### src/rtl/ps2_key_ctrl_if.sv
// Ready/valid key-event stream between the keyboard controller and the CPU MMIO side.
// master = event producer (the controller), slave = event consumer.
interface ps2_key_ctrl_if;
  logic       evt_valid;
  logic       evt_ready;
  logic [7:0] evt_code;
  logic       evt_ext;
  logic       evt_make;

  modport master (
    output evt_valid, evt_code, evt_ext, evt_make,
    input  evt_ready
  );

  modport slave (
    input  evt_valid, evt_code, evt_ext, evt_make,
    output evt_ready
  );
endinterface

### src/rtl/ps2_key_ctrl.sv
// PS/2 scan-code decoder: folds E0/F0 prefixes into key events, drops typematic
// repeats of the held key, and queues events in a first-word-fall-through FIFO.
module ps2_key_ctrl #(
  parameter int FIFO_DEPTH      = 8,
  parameter int SUPPRESS_REPEAT = 1
) (
  input  logic                 clk,
  input  logic                 reset,
  input  logic                 code_valid,
  input  logic [7:0]           code_data,
  input  logic                 ovf_clr,
  output logic                 overflow,
  output logic [7:0]           press_count,
  output logic                 key_held,
  ps2_key_ctrl_if.master       evt
);

  localparam int AW = $clog2(FIFO_DEPTH);
  localparam logic [AW:0] FULL_CNT = (AW+1)'(FIFO_DEPTH);

  typedef enum logic [1:0] {IDLE, EXT, BRK, EXT_BRK} state_t;

  state_t          state_q, state_d;
  logic [8:0]      held_q, held_d;
  logic            key_held_q, key_held_d;
  logic [7:0]      press_count_q, press_count_d;
  logic            overflow_q, overflow_d;
  logic [AW-1:0]   wr_ptr_q, wr_ptr_d;
  logic [AW-1:0]   rd_ptr_q, rd_ptr_d;
  logic [AW:0]     count_q, count_d;
  logic [9:0]      mem_q [FIFO_DEPTH];

  logic            filtered, emit, emit_ext, emit_make;
  logic            is_match, is_repeat, push_req, pop, full, push_ok, drop;

  always_comb begin
    state_d   = state_q;
    emit      = 1'b0;
    emit_ext  = 1'b0;
    emit_make = 1'b0;
    filtered  = (code_data == 8'h00) || (code_data == 8'hFF) || (code_data == 8'hFA) ||
                (code_data == 8'hAA) || (code_data == 8'hEE);
    if (code_valid && !filtered) begin
      case (state_q)
        IDLE: begin
          if (code_data == 8'hE0)      state_d = EXT;
          else if (code_data == 8'hF0) state_d = BRK;
          else begin emit = 1'b1; emit_make = 1'b1; end
        end
        EXT: begin
          if (code_data == 8'hF0)      state_d = EXT_BRK;
          else if (code_data != 8'hE0) begin
            emit = 1'b1; emit_make = 1'b1; emit_ext = 1'b1; state_d = IDLE;
          end
        end
        BRK: begin
          if (code_data == 8'hE0)      state_d = EXT_BRK;
          else if (code_data != 8'hF0) begin emit = 1'b1; state_d = IDLE; end
        end
        default: begin
          if (code_data != 8'hE0 && code_data != 8'hF0) begin
            emit = 1'b1; emit_ext = 1'b1; state_d = IDLE;
          end
        end
      endcase
    end
  end

  // A full FIFO still accepts a push when the head leaves in the same cycle.
  always_comb begin
    is_match  = key_held_q && ({emit_ext, code_data} == held_q);
    is_repeat = (SUPPRESS_REPEAT != 0) && emit && emit_make && is_match;
    push_req  = emit && !is_repeat;
    pop       = (count_q != '0) && evt.evt_ready;
    full      = (count_q == FULL_CNT);
    push_ok   = push_req && (!full || pop);
    drop      = push_req && !push_ok;

    held_d        = held_q;
    key_held_d    = key_held_q;
    press_count_d = press_count_q;
    wr_ptr_d      = wr_ptr_q;
    rd_ptr_d      = rd_ptr_q;
    count_d       = count_q;

    if (push_req && emit_make) begin
      held_d     = {emit_ext, code_data};
      key_held_d = 1'b1;
    end else if (push_req && !emit_make && is_match) begin
      key_held_d = 1'b0;
    end

    if (push_ok && emit_make) press_count_d = press_count_q + 8'd1;
    if (push_ok) wr_ptr_d = wr_ptr_q + AW'(1);
    if (pop)     rd_ptr_d = rd_ptr_q + AW'(1);
    if (push_ok && !pop)      count_d = count_q + (AW+1)'(1);
    else if (!push_ok && pop) count_d = count_q - (AW+1)'(1);

    if (drop)         overflow_d = 1'b1;
    else if (ovf_clr) overflow_d = 1'b0;
    else              overflow_d = overflow_q;
  end

  always_ff @(posedge clk) begin
    if (reset) begin
      state_q       <= IDLE;
      held_q        <= '0;
      key_held_q    <= 1'b0;
      press_count_q <= '0;
      overflow_q    <= 1'b0;
      wr_ptr_q      <= '0;
      rd_ptr_q      <= '0;
      count_q       <= '0;
    end else begin
      state_q       <= state_d;
      held_q        <= held_d;
      key_held_q    <= key_held_d;
      press_count_q <= press_count_d;
      overflow_q    <= overflow_d;
      wr_ptr_q      <= wr_ptr_d;
      rd_ptr_q      <= rd_ptr_d;
      count_q       <= count_d;
    end
  end

  always_ff @(posedge clk) begin
    if (!reset && push_ok) mem_q[wr_ptr_q] <= {emit_ext, emit_make, code_data};
  end

  assign evt.evt_valid = (count_q != '0);
  assign evt.evt_ext   = mem_q[rd_ptr_q][9];
  assign evt.evt_make  = mem_q[rd_ptr_q][8];
  assign evt.evt_code  = mem_q[rd_ptr_q][7:0];
  assign overflow      = overflow_q;
  assign press_count   = press_count_q;
  assign key_held      = key_held_q;

endmodule

### src/flat_wrapper.sv
// flat-port wrapper written by rule: the top's interface ports become plain ports
module ps2_key_ctrl_flat 
#(
  parameter int FIFO_DEPTH      = 8,
  parameter int SUPPRESS_REPEAT = 1
)
  (clk, reset, code_valid, code_data, ovf_clr, overflow, press_count, key_held, evt_evt_valid, evt_evt_code, evt_evt_ext, evt_evt_make, evt_evt_ready);
  ps2_key_ctrl_if evt_i ();
  input  logic clk;
  input  logic reset;
  input  logic code_valid;
  input  logic [7:0] code_data;
  input  logic ovf_clr;
  output logic overflow;
  output logic [7:0] press_count;
  output logic key_held;
  output wire logic [$bits(evt_i.evt_valid)-1:0] evt_evt_valid;
  output wire logic [$bits(evt_i.evt_code)-1:0] evt_evt_code;
  output wire logic [$bits(evt_i.evt_ext)-1:0] evt_evt_ext;
  output wire logic [$bits(evt_i.evt_make)-1:0] evt_evt_make;
  input wire logic [$bits(evt_i.evt_ready)-1:0] evt_evt_ready;
  assign evt_evt_valid = evt_i.evt_valid;
  assign evt_evt_code = evt_i.evt_code;
  assign evt_evt_ext = evt_i.evt_ext;
  assign evt_evt_make = evt_i.evt_make;
  assign evt_i.evt_ready = evt_evt_ready;
  ps2_key_ctrl #(.FIFO_DEPTH(FIFO_DEPTH), .SUPPRESS_REPEAT(SUPPRESS_REPEAT)) u_core (.clk(clk), .reset(reset), .code_valid(code_valid), .code_data(code_data), .ovf_clr(ovf_clr), .overflow(overflow), .press_count(press_count), .key_held(key_held), .evt(evt_i));
endmodule
### config.mk
export PLATFORM = sky130hd
export DESIGN_NAME = ps2_key_ctrl_flat
export DESIGN_NICKNAME = d
export VERILOG_FILES = /design/src/rtl/ps2_key_ctrl_if.sv /design/src/rtl/ps2_key_ctrl.sv /design/src/flat_wrapper.sv
export SDC_FILE = /design/constraint.sdc
export NUM_CORES = 1
export LEC_CHECK = 0
export CAP_MARGIN = 20
export CORE_MARGIN = 1
export CORE_UTILIZATION = 52
export DETAILED_ROUTE_END_ITERATION = 12
export PLACE_DENSITY = 0.86
export SETUP_SLACK_MARGIN = 0.4
export SLEW_MARGIN = 15
export SYNTH_ARGS = -nofsm -noshare
export SYNTH_HDL_FRONTEND = slang
export SYNTH_SLANG_ARGS = --single-unit
### constraint.sdc
create_clock -name clk -period 3.1 [get_ports clk]
set_input_delay 0.31 -clock clk [delete_from_list [all_inputs] [get_ports clk]]
set_output_delay 0.31 -clock clk [all_outputs]
set_load 0.01 [all_outputs]
==> flow_results.org, run 1 <==
** CTS
- TritonCTS built the clock tree.
- Hold-fix buffer count after cts :: 0
- The cell sitting at the root of the clock tree is a clkbuf_8.
- Number of CTS-inserted buffers :: 17
- Sink count of the clock tree :: 114
- Bufs on Longest Clock Path :: 2
- For the worst-skew pair, the clock arrives at the later sink with an insertion delay of 530 ps.
- Number of levels in the clock H-tree :: 4
- Clock-pin slew was measured on the worst setup and hold paths at around 60 ps.

** Critical path
- In this design, the stage delay of the slowest critical-path cell is roughly 570 ps.
- The setup path with the least slack is of type flop to flop.
- List of cells traversed by the critical path :: xnor2_1, nand2_1, or4_4, nand3_4, inv_2, ha_2, inv_2, ha_1, a21o_1, a21oi_2, xnor2_1, or3_1, a21oi_2
- CP Max Fanout :: 2
- Kind of end point of the critical path :: flop
- STA classifies the critical path startpoint as a flop.
- Arrival time reported for the critical path endpoint :: about 3200 ps
- Worst EP required :: between 3000 and 4000 ps
- Worst-path cell with the longest stage delay :: or4_4

** STA
- Peak Freq :: 0.3677 GHz
- Slew Limit Fails :: 0
- Setup_tns :: 0 ps
- Fin. Hold Viols :: 0
- Fraction of the cycle the final worst path needs :: 87.73%
- Across the routed clock network, the largest skew measured is 8.139 ps.
- The worst pin sits at a relative slew slack of 60.05%.
- Measured slew at the worst slew-check pin :: 599.3 ps
- Setup violators final :: 0
- Post-route minimum period :: 2720 ps
- Setup repair after global routing could not meet its margin everywhere.
- Across all hold checks on the routed design, the worst slack comes to approximately 210 ps.

** Cells and area
- Once layout is complete, the utilization of the core stands at between 70 and 80%.
- The repair_antennas step left the layout with diodes totalling 0.
- After the last flow step, the layout net total stands at 427.
- The area growth from synthesis to layout is 32.88%.
- Of the cells placed in the final design, the portion with a size suffix greater than 1 is 32.14%.
- Non-filler cells in the finished layout :: 528

** Global route
- In this run the most used layer during global routing was met2.
- The first global-routing pass estimated approximately 18000 µm of wire.
- All-layer global routing usage :: 25.21%
- Overall overflow remaining after global route :: 0
- The via count of the first global-routing pass is about 3300.
- For this run, global-route usage on met2 was measured as a little over two fifths.
- Global routing used about 7.0% of the available met3 tracks.
- For this run, global-route usage on met1 was measured as between 30% and 40%.
- The initial antenna violation count was 0.
- Pin count of the biggest net entering global routing :: 35

** Yosys
- The Yosys step of the flow raised 0 warnings.
- FF+latch count, synth :: 114
- Cell taking the most area after synthesis :: edfxtp_1
- Synthesis handed over a netlist of 330 instances.
- Post-Syn Area :: 0.004791 mm²
- Post-Synthesis Mean Instance Area :: ~15 µm²
- EDFF count, synth :: 80
- Counting flops with an async set or reset pin after synthesis yields a share of 0%.
- Number of nets in the synthesized netlist :: 350
- Most frequently used cell type in the post-synthesis netlist :: edfxtp_1
- Synth top cells by count :: edfxtp_1, dfxtp_1, a21oi_1
- Fraction of post-synthesis cell area in the top cell type by area :: ~50%
- Unique cell type count in the Yosys netlist :: 41
- Flip-flop cell with the highest count after synthesis :: edfxtp_1
- Top area cells in the synthesized netlist :: edfxtp_1, dfxtp_1, mux4_2
- The share of the Yosys chip area taken by registers is between 60% and 70%.

** Place
- Routability-driven placement finished with a final weighted congestion of about 0.85.
- # placed instances :: between 400 and 500
- In this run the tool buffered the top-level ports with 33 buffer cells.
- HPWL after detailed placement :: between 6000 and 7000 µm

** Die
- For this configuration, the core starts out at a cell density of 54.40%.
- The region available for standard cell placement spans ~0.009 mm².
- After floorplanning, the core was divided into 34 placement rows.
- In this run the vertical extent of the chip is approximately 100 µm.
- Full die area :: approximately 0.0096 mm²
- Width of the die :: approximately 98 µm
- For this design the top-level I/O count stands at 34.

** Routing
- 1st-pass router iterations :: 9
- Once detail routing completed, the nets flagged for antenna violations numbered 0.
- Final WL :: between 10000 and 15000 µm
- WL/cell :: 22.01 µm
- After detailed routing, the number of remaining DRC violations is 2.
- After the first detailed-routing iteration, the DRC count stood at between 200 and 300.
- The detailed router placed between 3000 and 4000 vias in this run.
- Via/cell ratio :: 6.189

** Status
- Failing checks :: DRC
- Run status :: finished, violations left

** Min path
- The min-delay analysis places its worst path in the category input pin to flop.

** Power and ir drop
- Reported leakage power :: 2.308 nW
- For this design the ratio of total power to cell area is 779.0 mW/mm².
- IR analysis of the VDD net gives a maximum drop of 0.0004191 V.

** Run
- Max-cap check violation count :: 0
==> area by class of cell <==
class	instances	area, µm²
clock inverters	15	229.0
fillers	517	2440
flip-flops and latches	114	3092
clock buffers	17	414.1
repair buffers	76	729.5
well taps	108	135.1
inverters	11	41.29
multi-input cells	187	1725
==> final timing paths <==
kind	startpoint	to	slack, ps	depth (start not counted)
max	u_core.held_q[5]$_SDFFE_PP0P_	u_core.count_q[3]$_SDFFE_PP0P_	380	13
min	code_data[3]	u_core.held_q[3]$_SDFFE_PP0P_	210	3
max reg2reg	u_core.held_q[5]$_SDFFE_PP0P_	u_core.count_q[3]$_SDFFE_PP0P_	380	13
min reg2reg	u_core.press_count[7]$_SDFFE_PP0P_	u_core.press_count[7]$_SDFFE_PP0P_	490	2
==> stage by stage <==
stage	total power [mW]	setup slack, ps	cell area, µm²
CTS	4.923	335.5	6227
detailed placement	2.785	-229.9	5559
finish	4.959	380.4	6366
global route	5.147	252.0	6366
global placement	2.756	-142.9	5559
floorplan	2.426	416.6	4852
==> state kept, by name, summed over array words and instances (netlist names), named ones only <==
| register | count |
|---|---|
| u_core.rd_ptr_q | 3 |
| u_core.mem_q | 80 |
| u_core.held_q | 9 |
| u_core.key_held | 1 |
| u_core.count_q | 4 |
| u_core.overflow | 1 |
| u_core.state_q | 2 |
| u_core.wr_ptr_q | 3 |
| u_core.press_count | 8 |
==> repair_timing <==
| action | in CTS | in global routing |
|---|---|---|
| gates cloned | 0 | 1 |
| pin swaps | 2 | 6 |
| hold endpoints to repair | 0 | 0 |
| setup endpoints to repair | 11 | 12 |
| buffers inserted | 0 | 5 |
| gates resized for setup | 8 | 25 |
==> worst max-delay path, delay by kind of cell, from the launching register on <==
family / cells / cell delay (ps)
and+or+nand+nor: 4 / 1110
DFF: 1 / 330
xor gates and xnor gates: 2 / 270
buffers and inverters: 2 / 100
AOI/OAI and AO/OA: 3 / 460
adders and majority gates: 2 / 390
==> power breakdown <==
group          internal (mW)  switching [mW]
Clock                   1.39           0.722
Sequential              1.71          0.0788
Combinational          0.583           0.467
==> layer usage <==
layer	routed length, µm	vias to the layer above
met5	0	-
met4	196	0
met3	737	29
met2	6027	182
met1	4661	1608
li1	-	1449
==> cells in the final DEF, fill, tap and decap left out, drive strengths merged, types with 8 or more instances in the layout <==
master,Yosys,layout
a21oi,24,24
buf,10,42
clkbuf,8,18
clkdlybuf4s50,0,18
dfxtp,34,34
dlymetal6s2s,0,13
edfxtp,80,80
inv,11,15
mux2,12,12
mux4,20,20
nand2,8,8
nand3,15,15
nand4,9,9
nor2,11,11
o21ai,12,12
or4,12,12
xnor2,12,12
==> cell families after synthesis <==
family	synth area share, %
AND/OR/NAND/NOR	9.715
flip-flops	64.35
buffers and inverters	2.664
multiplexers	12.64
XOR/XNOR	2.742
AO/OA/AOI/OAI	5.903
adder cells (fa/ha/maj)	1.985
Note: power is estimated with default switching activity, not from simulation.
==> run 2: changes to the inputs <==
- CORE_UTILIZATION: 52 -> 58
- PLACE_DENSITY: 0.86 -> 0.9
- clock period: 3.1 -> 2.91 ns (I/O delays scaled with it)
==> run 2 against run 1 <==
  * The flow finishes with violations (setup timing)
  * Hold slack better by 71 ps
  * Worst setup slack worse by 420 ps
  * Via count up 12%
  * Sequential share of layout area down 2.4 points
  * Clock power down 2%
  * Critical endpoint unchanged
==> flow_results.org, run 2 (same netlist as run 1, synthesis figures left out) <==
** STA
- Fin. Hold Viols :: 0 (unchanged)
- The minimum clock period after layout is 2945 ps (was 2720 ps).
- The final worst setup slack came to -35.19 ps (was 380.4 ps).
- Clock Skews :: 9.225 ps (was 8.139 ps)
- The max-slew violation count was 0 (unchanged).
- The fmax is 0.3395 GHz (was 0.3677 GHz).
- Measured slew at the worst slew-check pin :: 606.1 ps (was 599.3 ps)
- Setup_tns :: -35.19 ps (was 0 ps)
- Relative max-transition margin :: 59.54% (was 60.05%)
- RSZ-0062 raised after global routing: true (unchanged).
- Fraction of the cycle the final worst path needs :: 101.2% (was 87.73%)
- Setup violators final :: 1 (was 0)

** Routing
- Post-route DRC :: 0 (was 2)
- Final WL :: 14490 µm (was 11620 µm)
- 1st-pass router iterations :: 5 (was 9)
- Post-route ant nets :: 0 (unchanged)
- WL/cell :: 26.84 µm (was 22.01 µm)
- The average via count per standard cell is 6.796 (was 6.189).
- Number of DRC violations after detailed-routing iteration 0 :: 468 (was 272)
- Vias after detailed routing :: 3670 (was 3268)

** Min path
- The launch instance of the worst min-delay path was code_data[0] (was code_data[3]).
- Class of the worst hold path :: input pin to flop (unchanged)
- The end point of the worst hold path is u_core.held_q[0]$_SDFFE_PP0P_ (was u_core.held_q[3]$_SDFFE_PP0P_).
- The instance count along the most critical hold path came to 3 (unchanged).

** Critical path
- The worst-case reg-to-reg path depth came to 13 (unchanged).
- The startpoint of the worst-slack reg-to-reg timing path was u_core.held_q[5]$_SDFFE_PP0P_ (unchanged).
- Endpoint of the most critical register-to-register path :: u_core.count_q[3]$_SDFFE_PP0P_ (unchanged)
- The combined buffer and inverter count along the critical path is 2 (unchanged).
- List of cells traversed by the critical path :: xnor2_1, nand2_1, or4_4, nand3_4, inv_4, ha_4, inv_4, ha_4, a21o_1, a21oi_2, xnor2_2, or3_4, a21oi_2 (was xnor2_1, nand2_1, or4_4, nand3_4, inv_2, ha_2, inv_2, ha_1, a21o_1, a21oi_2, xnor2_1, or3_1, a21oi_2)
- Worst-path cell with the longest stage delay :: or4_4 (unchanged)
- The path type of the worst setup path is flop to flop (unchanged).
- Register-to-register path setup slack :: -40 ps (was 380 ps)
- Stage delay of the slowest cell on the critical path :: 580 ps (was 570 ps)
- The required time at the endpoint of the critical path came to 3360 ps (was 3560 ps).
- The category of cells accounting for the largest share of critical-path delay was simple AND/OR/NAND/NOR gates (unchanged).
- Kind of start point of the critical path :: flop (unchanged)
- The kind of end point of the critical path is a flop (unchanged).
- CP Max Fanout :: 2 (unchanged)
- The arrival time of data at the critical path endpoint was 3400 ps (was 3180 ps).

** Cells and area
- The area growth from synthesis to layout was 39.96% (was 32.88%).
- The post-layout net count came to 445 (was 427).
- Ant. Diodes :: 0 (unchanged)
- The fraction of the core area covered by cells at the end of the flow was 85.44% (was 72.29%).
- Commonest non-fill, non-tap cells in the layout :: edfxtp_1, buf_4, dfxtp_1, a21oi_1, mux4_2 (unchanged)
- The register name with the most flops is u_core.mem_q (unchanged).
- Share of post-route cells with drive strength above 1 :: 41.32% (was 32.14%)
- Commonest non-fill, non-tap cell in the layout :: edfxtp_1 (unchanged)
- The flip-flop count of the largest register after layout is 80 (unchanged).
- The final non-filler cell total was 540 (was 528).

** Power and ir drop
- Power share of the combinational group :: 25.7% (was 21.2%)
- The sequential group share of total power is 35.8% (was 36.2%).
- The clock share of power came to 38.5% (was 42.7%).
- The cell leakage power came to 2.375 nW (was 2.308 nW).
- Net Sw Power :: 1.502 mW (was 1.267 mW)
- The net switching share of the total power was 27.81% (was 25.55%).
- The peak ir drop on the vdd network was 0.0005606 V (was 0.0004191 V).
- Cell-internal power :: 3.897 mW (was 3.692 mW)
- Power per Cell Area :: 805.2 mW/mm² (was 779.0 mW/mm²)

** CTS
- The maximum number of buffers from clock root to sink is 2 (unchanged).
- The cell at the root of the clock tree was clkbuf_8 (unchanged).
- Number of CTS-inserted buffers :: 17 (unchanged)
- CTS tree :: yes (unchanged)
- Number of levels in the clock H-tree :: 4 (unchanged)
- The insertion delay of the later-clocked pin in the worst-skew pair came to 530 ps (about the same).
- Sink count of the clock tree :: 114 (unchanged)
- Clock transition at the register clock pins on the worst setup and hold paths after CTS :: 60 ps (about the same)

** Place
- The placed cell count was 485 (was 490).
- The final weighted congestion of routability-driven global placement is 0.8278 (was 0.8508).
- Number of buffer cells added on primary ports :: 33 (unchanged)
- HPWL after detailed placement :: 6799 µm (was 6776 µm)

** Global route
- First-pass GRT wire length :: 19770 µm (was 17750 µm)
- Via count of the first global-routing pass :: 3651 (was 3297)
- The global routing's busiest layer was met2 (unchanged).
- Overall overflow remaining after global route :: 0 (unchanged)
- Grt met2 use :: 57.29% (was 42.63%)
- The largest net degree at the start of global routing came to 33 (was 35).
- The total track usage came to 32.44% (was 25.21%).
- GR met1 Demand/Resource :: 34.70% (was 30.65%)
- The initial antenna violation count was 0 (unchanged).
- The met3 usage in global routing was 11.08% (was 7.015%).

** Die
- The effective utilization at floorplan came to 61.05% (was 54.40%).
- Full die area :: 0.008628 mm² (was 0.009601 mm²)
- The I/O pin count is 34 (unchanged).
- The number of standard-cell rows in the floorplan is 32 (was 34).
- Height of the die :: 92.89 µm (was 97.99 µm)
- The core footprint came to 0.007848 mm² (was 0.008806 mm²).
- The horizontal extent of the die was 92.89 µm (was 97.99 µm).

** Status
- Run status :: finished, violations left (unchanged)
- Failing checks: setup timing (was DRC).

** Run
- The count of max-cap constraint violations was 0 (unchanged).
## run 2: changes by cell type in the layout (fill, tap and decap cells not counted), sizes merged
cell	change
buf	+17
dlymetal6s2s	-9
clkbuf	+5
clkdlybuf4s15	+5
clkinv	+5
inv	-3
bufinv	-2
clkinvlp	-1
or4	+1
## run 2: power by group through the flow
| stage | clock [mW] | sequential, mW | combinational (mW) |
|---|---|---|---|
| floorplan | 0 | 1.90 | 0.675 |
| global placement | 0 | 1.91 | 1.02 |
| detailed placement | 0 | 1.92 | 1.07 |
| CTS | 2.05 | 1.91 | 1.16 |
| global route | 2.15 | 1.94 | 1.46 |
| finish | 2.08 | 1.93 | 1.39 |
## run 2: timing repair
action,4_1_cts,5_1_grt
pin swaps,11,34
gates cloned,2,4
buffers inserted,12,5
hold buffers,0,0
endpoints found under the setup margin,12,57
gates resized for setup,34,79
## run 2: worst min-delay path, stage by stage
cell and delay (ps):
dlygate4sd2_1 310, nand3_2 100, a21oi_1 60
## run 2: final cells by class
cell class	instances	area, µm²
fill	342	1142
inverter	11	46.29
clock inverter	14	163.9
multi-input combinational	188	1941
tap	102	127.6
clock buffer	18	417.9
timing repair buffer	93	913.4
sequential	114	3095
## run 2: worst max path at each step
stage	start	to	slack, ps	cells after the start
6_report	u_core.held_q[5]$_SDFFE_PP0P_	u_core.count_q[3]$_SDFFE_PP0P_	-40	13
5_1_grt	u_core.held_q[6]$_SDFFE_PP0P_	u_core.count_q[3]$_SDFFE_PP0P_	-220	13
4_1_cts	u_core.state_q[0]$_SDFFE_PP0P_	u_core.count_q[3]$_SDFFE_PP0P_	180	13
3_5_place_dp	code_data[5]	u_core.count_q[3]$_SDFFE_PP0P_	-420	15
3_3_place_gp	code_data[2]	u_core.count_q[3]$_SDFFE_PP0P_	-290	14
2_1_floorplan	code_data[4]	u_core.mem_q[5][0]$_DFFE_PP_	190	6
## run 2: through the flow
stage	total power, mW	hold WS [ps]	area, µm²	worst slack, ps
3_5_place_dp	2.986	486.3	5527	-423.9
6_report	5.399	279.2	6705	-35.19
2_1_floorplan	2.578	389.9	4820	194.1
4_1_cts	5.126	262.7	6324	180.4
3_3_place_gp	2.931	467.3	5527	-292.5
5_1_grt	5.556	275.3	6705	-220.1
## run 2: routing by layer
layer / vias up / wire (µm)
met1: 1805 / 4996
met3: 85 / 1207
li1: 1495 / -
met2: 285 / 7447
met5: - / 0
met4: 0 / 840
